==> src/rtl/packet_priority_arbiter_pkg.sv <==
// -----------------------------------------------------------------------------
// packet_priority_arbiter_pkg
// Shared types and helpers for the packet priority arbiter.
//   arb_state_t : arbiter FSM state encoding
//   src_width() : width of a requester index, never less than 1 bit
// -----------------------------------------------------------------------------
package packet_priority_arbiter_pkg;

    typedef enum logic {
        ARB_IDLE = 1'b0,
        ARB_LOCK = 1'b1
    } arb_state_t;

    function automatic int src_width(input int inputs);
        return (inputs > 1) ? $clog2(inputs) : 1;
    endfunction

endpackage

==> src/rtl/packet_priority_arbiter_picker.sv <==
// -----------------------------------------------------------------------------
// lowest_set_picker
// Combinational lowest-set-bit finder.
//   i_req   [N-1:0]      candidate bits
//   o_found              any bit set
//   o_index [IDX_W-1:0]  index of the lowest set bit (0 when none set)
// -----------------------------------------------------------------------------
module lowest_set_picker #(
    parameter int N     = 4,
    parameter int IDX_W = (N > 1) ? $clog2(N) : 1
) (
    input  logic [N-1:0]     i_req,
    output logic             o_found,
    output logic [IDX_W-1:0] o_index
);

    // Scan from the top so the lowest set index is the last one written.
    always_comb begin
        o_found = 1'b0;
        o_index = '0;
        for (int i = N - 1; i >= 0; i--) begin
            if (i_req[i]) begin
                o_found = 1'b1;
                o_index = IDX_W'(i);
            end
        end
    end

endmodule

==> src/rtl/packet_priority_arbiter.sv <==
// -----------------------------------------------------------------------------
// packet_priority_arbiter
// Fixed-priority (index 0 highest) packet arbiter. A grant is held until the
// beat carrying in_last is accepted; the output goes through a 1-entry register.
// Optional starvation guard: define PRIO_ARB_STARVE_GUARD_EN to add per-requester
// wait counters that promote a requester after MAX_WAIT waiting cycles.
//
//   clk, rst_n                  clock, async active-low reset
//   in_valid/in_last [INPUTS]   per-requester handshake and end-of-packet
//   in_data [INPUTS*WIDTH]      requester i at [i*WIDTH +: WIDTH]
//   in_ready [INPUTS]           per-requester accept (one-hot or zero)
//   out_valid/out_data/out_last registered output beat
//   out_src [SRC_W]             requester index of the current output beat
//   out_ready                   downstream accept
//
// state    | meaning
// ARB_IDLE | no grant; arbitrate among in_valid, lock the winner next cycle
// ARB_LOCK | grant fixed; forward beats from r_grant until in_last accepted
// -----------------------------------------------------------------------------
module packet_priority_arbiter
    import packet_priority_arbiter_pkg::*;
#(
    parameter int  INPUTS   = 4,
    parameter int  WIDTH    = 32,
    parameter int  MAX_WAIT = 15,
    localparam int SRC_W    = src_width(INPUTS)
) (
    input  logic                    clk,
    input  logic                    rst_n,
    input  logic [INPUTS-1:0]       in_valid,
    input  logic [INPUTS*WIDTH-1:0] in_data,
    input  logic [INPUTS-1:0]       in_last,
    output logic [INPUTS-1:0]       in_ready,
    output logic                    out_valid,
    output logic [WIDTH-1:0]        out_data,
    output logic                    out_last,
    output logic [SRC_W-1:0]        out_src,
    input  logic                    out_ready
);

    arb_state_t       r_state, w_state_nxt;
    logic [SRC_W-1:0] r_grant, w_grant_nxt;
    logic             r_out_valid;
    logic [WIDTH-1:0] r_out_data;
    logic             r_out_last;
    logic [SRC_W-1:0] r_out_src;

    logic             w_norm_found;
    logic [SRC_W-1:0] w_norm_idx;
    logic [SRC_W-1:0] w_win_idx;
    logic             w_take;
    logic             w_sel_valid;
    logic             w_sel_last;
    logic [WIDTH-1:0] w_sel_data;
    logic             w_accept;

    lowest_set_picker #(.N(INPUTS), .IDX_W(SRC_W)) u_norm_pick (
        .i_req   (in_valid),
        .o_found (w_norm_found),
        .o_index (w_norm_idx)
    );

`ifdef PRIO_ARB_STARVE_GUARD_EN
    localparam int WAIT_W = $clog2(MAX_WAIT + 1);

    logic [WAIT_W-1:0] r_wait [INPUTS];
    logic [INPUTS-1:0] w_sat;
    logic              w_sat_found;
    logic [SRC_W-1:0]  w_sat_idx;

    // A saturated counter only promotes a requester that is still asking;
    // otherwise the lock would sit on an idle source.
    always_comb begin
        w_sat = '0;
        for (int i = 0; i < INPUTS; i++) begin
            w_sat[i] = in_valid[i] && (r_wait[i] == WAIT_W'(MAX_WAIT));
        end
    end

    lowest_set_picker #(.N(INPUTS), .IDX_W(SRC_W)) u_sat_pick (
        .i_req   (w_sat),
        .o_found (w_sat_found),
        .o_index (w_sat_idx)
    );

    assign w_win_idx = w_sat_found ? w_sat_idx : w_norm_idx;

    always_ff @(posedge clk or negedge rst_n) begin
        if (!rst_n) begin
            for (int i = 0; i < INPUTS; i++) r_wait[i] <= '0;
        end else begin
            for (int i = 0; i < INPUTS; i++) begin
                if (r_state == ARB_IDLE && w_norm_found && w_win_idx == SRC_W'(i)) begin
                    r_wait[i] <= '0;
                end else if (in_valid[i] && !(r_state == ARB_LOCK && r_grant == SRC_W'(i))
                             && r_wait[i] != WAIT_W'(MAX_WAIT)) begin
                    r_wait[i] <= r_wait[i] + WAIT_W'(1);
                end
            end
        end
    end
`else
    logic w_unused_max_wait;
    assign w_unused_max_wait = (MAX_WAIT > 0);
    assign w_win_idx         = w_norm_idx;
`endif

    always_comb begin
        w_sel_valid = 1'b0;
        w_sel_last  = 1'b0;
        w_sel_data  = '0;
        for (int i = 0; i < INPUTS; i++) begin
            if (r_grant == SRC_W'(i)) begin
                w_sel_valid = in_valid[i];
                w_sel_last  = in_last[i];
                w_sel_data  = in_data[i*WIDTH +: WIDTH];
            end
        end
    end

    // Output register can take a beat when empty or draining this cycle.
    assign w_take   = !r_out_valid || out_ready;
    assign w_accept = (r_state == ARB_LOCK) && w_sel_valid && w_take;

    always_comb begin
        in_ready = '0;
        if (r_state == ARB_LOCK) begin
            for (int i = 0; i < INPUTS; i++) begin
                if (r_grant == SRC_W'(i)) in_ready[i] = w_take;
            end
        end
    end

    always_comb begin
        w_state_nxt = r_state;
        w_grant_nxt = r_grant;
        case (r_state)
            ARB_IDLE: begin
                if (w_norm_found) begin
                    w_state_nxt = ARB_LOCK;
                    w_grant_nxt = w_win_idx;
                end
            end
            ARB_LOCK: begin
                if (w_accept && w_sel_last) w_state_nxt = ARB_IDLE;
            end
            default: w_state_nxt = ARB_IDLE;
        endcase
    end

    always_ff @(posedge clk or negedge rst_n) begin
        if (!rst_n) begin
            r_state <= ARB_IDLE;
            r_grant <= '0;
        end else begin
            r_state <= w_state_nxt;
            r_grant <= w_grant_nxt;
        end
    end

    always_ff @(posedge clk or negedge rst_n) begin
        if (!rst_n) begin
            r_out_valid <= 1'b0;
            r_out_data  <= '0;
            r_out_last  <= 1'b0;
            r_out_src   <= '0;
        end else if (w_accept) begin
            r_out_valid <= 1'b1;
            r_out_data  <= w_sel_data;
            r_out_last  <= w_sel_last;
            r_out_src   <= r_grant;
        end else if (out_ready) begin
            r_out_valid <= 1'b0;
        end
    end

    assign out_valid = r_out_valid;
    assign out_data  = r_out_data;
    assign out_last  = r_out_last;
    assign out_src   = r_out_src;

endmodule

==> config.mk <==
export PLATFORM = sky130hd
export DESIGN_NAME = packet_priority_arbiter
export DESIGN_NICKNAME = d
export VERILOG_FILES = /design/src/rtl/packet_priority_arbiter_pkg.sv /design/src/rtl/packet_priority_arbiter_picker.sv /design/src/rtl/packet_priority_arbiter.sv
export SDC_FILE = /design/constraint.sdc
export NUM_CORES = 1
export LEC_CHECK = 0
export ABC_AREA = 1
export ABC_CLOCK_PERIOD_IN_PS = 2400
export CAP_MARGIN = 10
export CORE_MARGIN = 4
export CORE_UTILIZATION = 30
export DETAILED_ROUTE_END_ITERATION = 7
export PLACE_DENSITY = 0.74
export SLEW_MARGIN = 20
export SYNTH_ARGS = -nofsm -noshare
export SYNTH_HDL_FRONTEND = slang
export SYNTH_HIERARCHICAL = 1
export SYNTH_SLANG_ARGS = --single-unit
==> constraint.sdc <==
create_clock -name clk -period 2.4 [get_ports clk]
set_clock_uncertainty 0.15 [all_clocks]
set_input_delay 0.48 -clock clk [delete_from_list [all_inputs] [get_ports clk]]
set_output_delay 0.48 -clock clk [all_outputs]
set_load 0.005 [all_outputs]
==> impl_metrics.json <==
{
  "synth-seq-area-share_pct": 42.5,
  "timing.final.crit_share_pct": 90.4,
  "cts_max_level": 2,
  "hold_viol_final": 0,
  "portBuffers": 178,
  "startpoint": "out_ready",
  "fin_util_pct": 58.7,
  "fin_ws_ns": 0.230,
  "regToRegStartpoint": "r_grant[1]",
  "root_buffer": "clkbuf_8",
  "rows": 31,
  "cp_data_arrival_time_ns": 1.54,
  "grt_pass1_wl_um": 13000,
  "dieArea_um2": 9120,
  "reg2reg_slack_ns": 0.47,
  "synth_cells": 338,
  "grt_max_degree": 40,
  "ir_worst_vdd_mv": 0.663,
  "die_w_um": 95.5,
  "dp_slack_ns": -0.0623,
  "syn-num-nets": 477,
  "post_cts_resize_count": 4,
  "drc": 0,
  "worstSetupEndpointType": "output pin",
  "dpl_cell_area_um2": 4200,
  "final_antenna_net_count": 0,
  "max_slew_margin_pct": 41.2,
  "start_util_pct": 31.3,
  "globalplace.congestion": 0.808,
  "hold_slack_ns": 0.148,
  "drt_first_iter_violations": 55,
  "yosys.area.top_type_share_pct": 42.5,
  "cts_buffers": 5,
  "synth_largest_area_cell": "dfrtp_1",
  "wl_um": 8630,
  "setup_viol": 0,
  "yosys-top-cells-area": "dfrtp_1, nand2_1, nand3_1, a21oi_1, o21ai_1",
  "synth-edff-count": 0,
  "grt_usage_pct": 18.3,
  "grt_overflow": 0,
  "hold_path_class": "input pin to async pin",
  "synth_common_cells": "nand2_1, dfrtp_1, nand3_1",
  "cts_setup_buffers": 0,
  "io_pins": 179,
  "path_clk_slew_ns": 0.08,
  "dp_hpwl_um": 6930,
  "vias_per_cell": 4.64,
  "synth-main-ff-cell": "dfrtp_1",
  "insertion_delay_ns": 0.29,
  "reg2reg_depth": 8,
  "crit_fanout": 4,
  "synth_warnings": 6,
  "path_class": "input pin to output pin",
  "chipHeight_um": 95.5,
  "antenna_found_initial": 0,
  "cap_violations": 0,
  "wl_per_cell_um": 14.1,
  "core_area_um2": 7330,
  "async_flop_share_pct": 100,
  "placed_cells": 603,
  "num_antenna_cells": 0,
  "grt_setup_unrepaired": "false",
  "netlist_area_um2": 2300,
  "postCtsHoldBufs": 0,
  "fin_area_um2": 4310,
  "ys_ff_latch": 39,
  "grt_pass1_vias": 2821,
  "syn_avg_cell_area_um2": 6.80,
  "reg2reg_to": "out_data[19]",
  "syn2layout_area_growth_pct": 87.5,
  "critPathLaunchType": "input pin",
  "status": "complete, no violations",
  "num_vias": 2834,
  "layout-drive-gt1-share_pct": 4.88,
  "power.density_nw_per_um2": 1080,
  "synth_cell_types": 17,
  "fmax_mhz": 461,
  "min_period_ns": 2.17,
  "synth_most_common_cell": "nand2_1",
  "cts_tree": "yes",
  "endpoint": "in_ready[2]",
  "cts_buffer_depth": 2,
  "finalNonFillerCells": 611,
  "cts_sinks": 39,
  "p_leak_uw": 0.00187,
  "nets": 650,
  "max_slew.worst_pin.slew_ns": 0.882,
  "slew_violations": 0,
  "crit_required_ns": 1.77,
  "first_pass_iters": 4
}
## layout by cell type, fill, tap and decap left out, drive strengths merged
cell / n
a21oi: 35
buf: 10
bufinv: 1
clkbuf: 5
clkdlybuf4s50: 173
clkinv: 2
dfrtp: 39
dlygate4sd2: 4
inv: 10
nand2: 144
nand3: 37
nand4: 2
nor2: 11
nor3: 4
o21ai: 34
or2: 1
## worst min path at each step
stage               depth (start not counted)  slack, ns            to          from
CTS                                         1       0.19    r_grant[0]         rst_n
detailed placement                          2       0.33  out_data[20]  out_data[20]
floorplan                                   0       0.03   out_data[0]         rst_n
global route                                1       0.23   out_data[2]         rst_n
finish                                      1       0.15    r_grant[0]         rst_n
global placement                            2       0.31      out_last      out_last
## area by class of cell
| cell class | instances | area, um^2 |
|---|---|---|
| Clock buffer | 5 | 68.8 |
| Clock inverter | 3 | 43.8 |
| Fill cell | 666 | 3020 |
| Inverter | 10 | 37.5 |
| Multi-Input combinational cell | 268 | 1170 |
| Sequential cell | 39 | 976 |
| Tap cell | 99 | 124 |
| Timing Repair Buffer | 187 | 1890 |
## logic make-up after synthesis
family	share of synthesized area, %
AO/OA/AOI/OAI	15.2
buffers and inverters	6.81
flip-flops	42.5
AND/OR/NAND/NOR	35.5
## through the flow
step                setup TNS, ns  total power, uW
finish                          0             4630
global route                    0             5070
CTS                             0             4710
detailed placement         -0.184             4170
global placement           -0.119             4100
floorplan                       0             2780
## power by group
part	leakage, uW	internal [uW]	switching (uW)
clock network	0.0000581	309	233
registers	0.000485	982	194
logic	0.00133	1420	1490
total	0.00187	2720	1920
## metal layers
layer / vias to the layer above / global-route usage (%) / share of wire [%]
met1: 1258 / 19.1 / 38
li1: 1452 / - / -
met3: 8 / 6.55 / 10
met4: 0 / 4.62 / 0.87
met5: - / 0 / 0
met2: 116 / 34.4 / 51
## worst max-delay path, cell delays in order
cell             delay, ns
clkdlybuf4s50_1       0.45
nor2_1                0.04
inv_1                 0.07
nand2_1               0.09
nor3_1                0.14
dlygate4sd2_1         0.25
## sequential cells by signal, indices dropped and copies added, names as in the netlist
signal     count
out_last       1
r_grant        2
out_valid      1
r_state        1
out_src        2
out_data      32
Power figures use the tool's default switching activity.
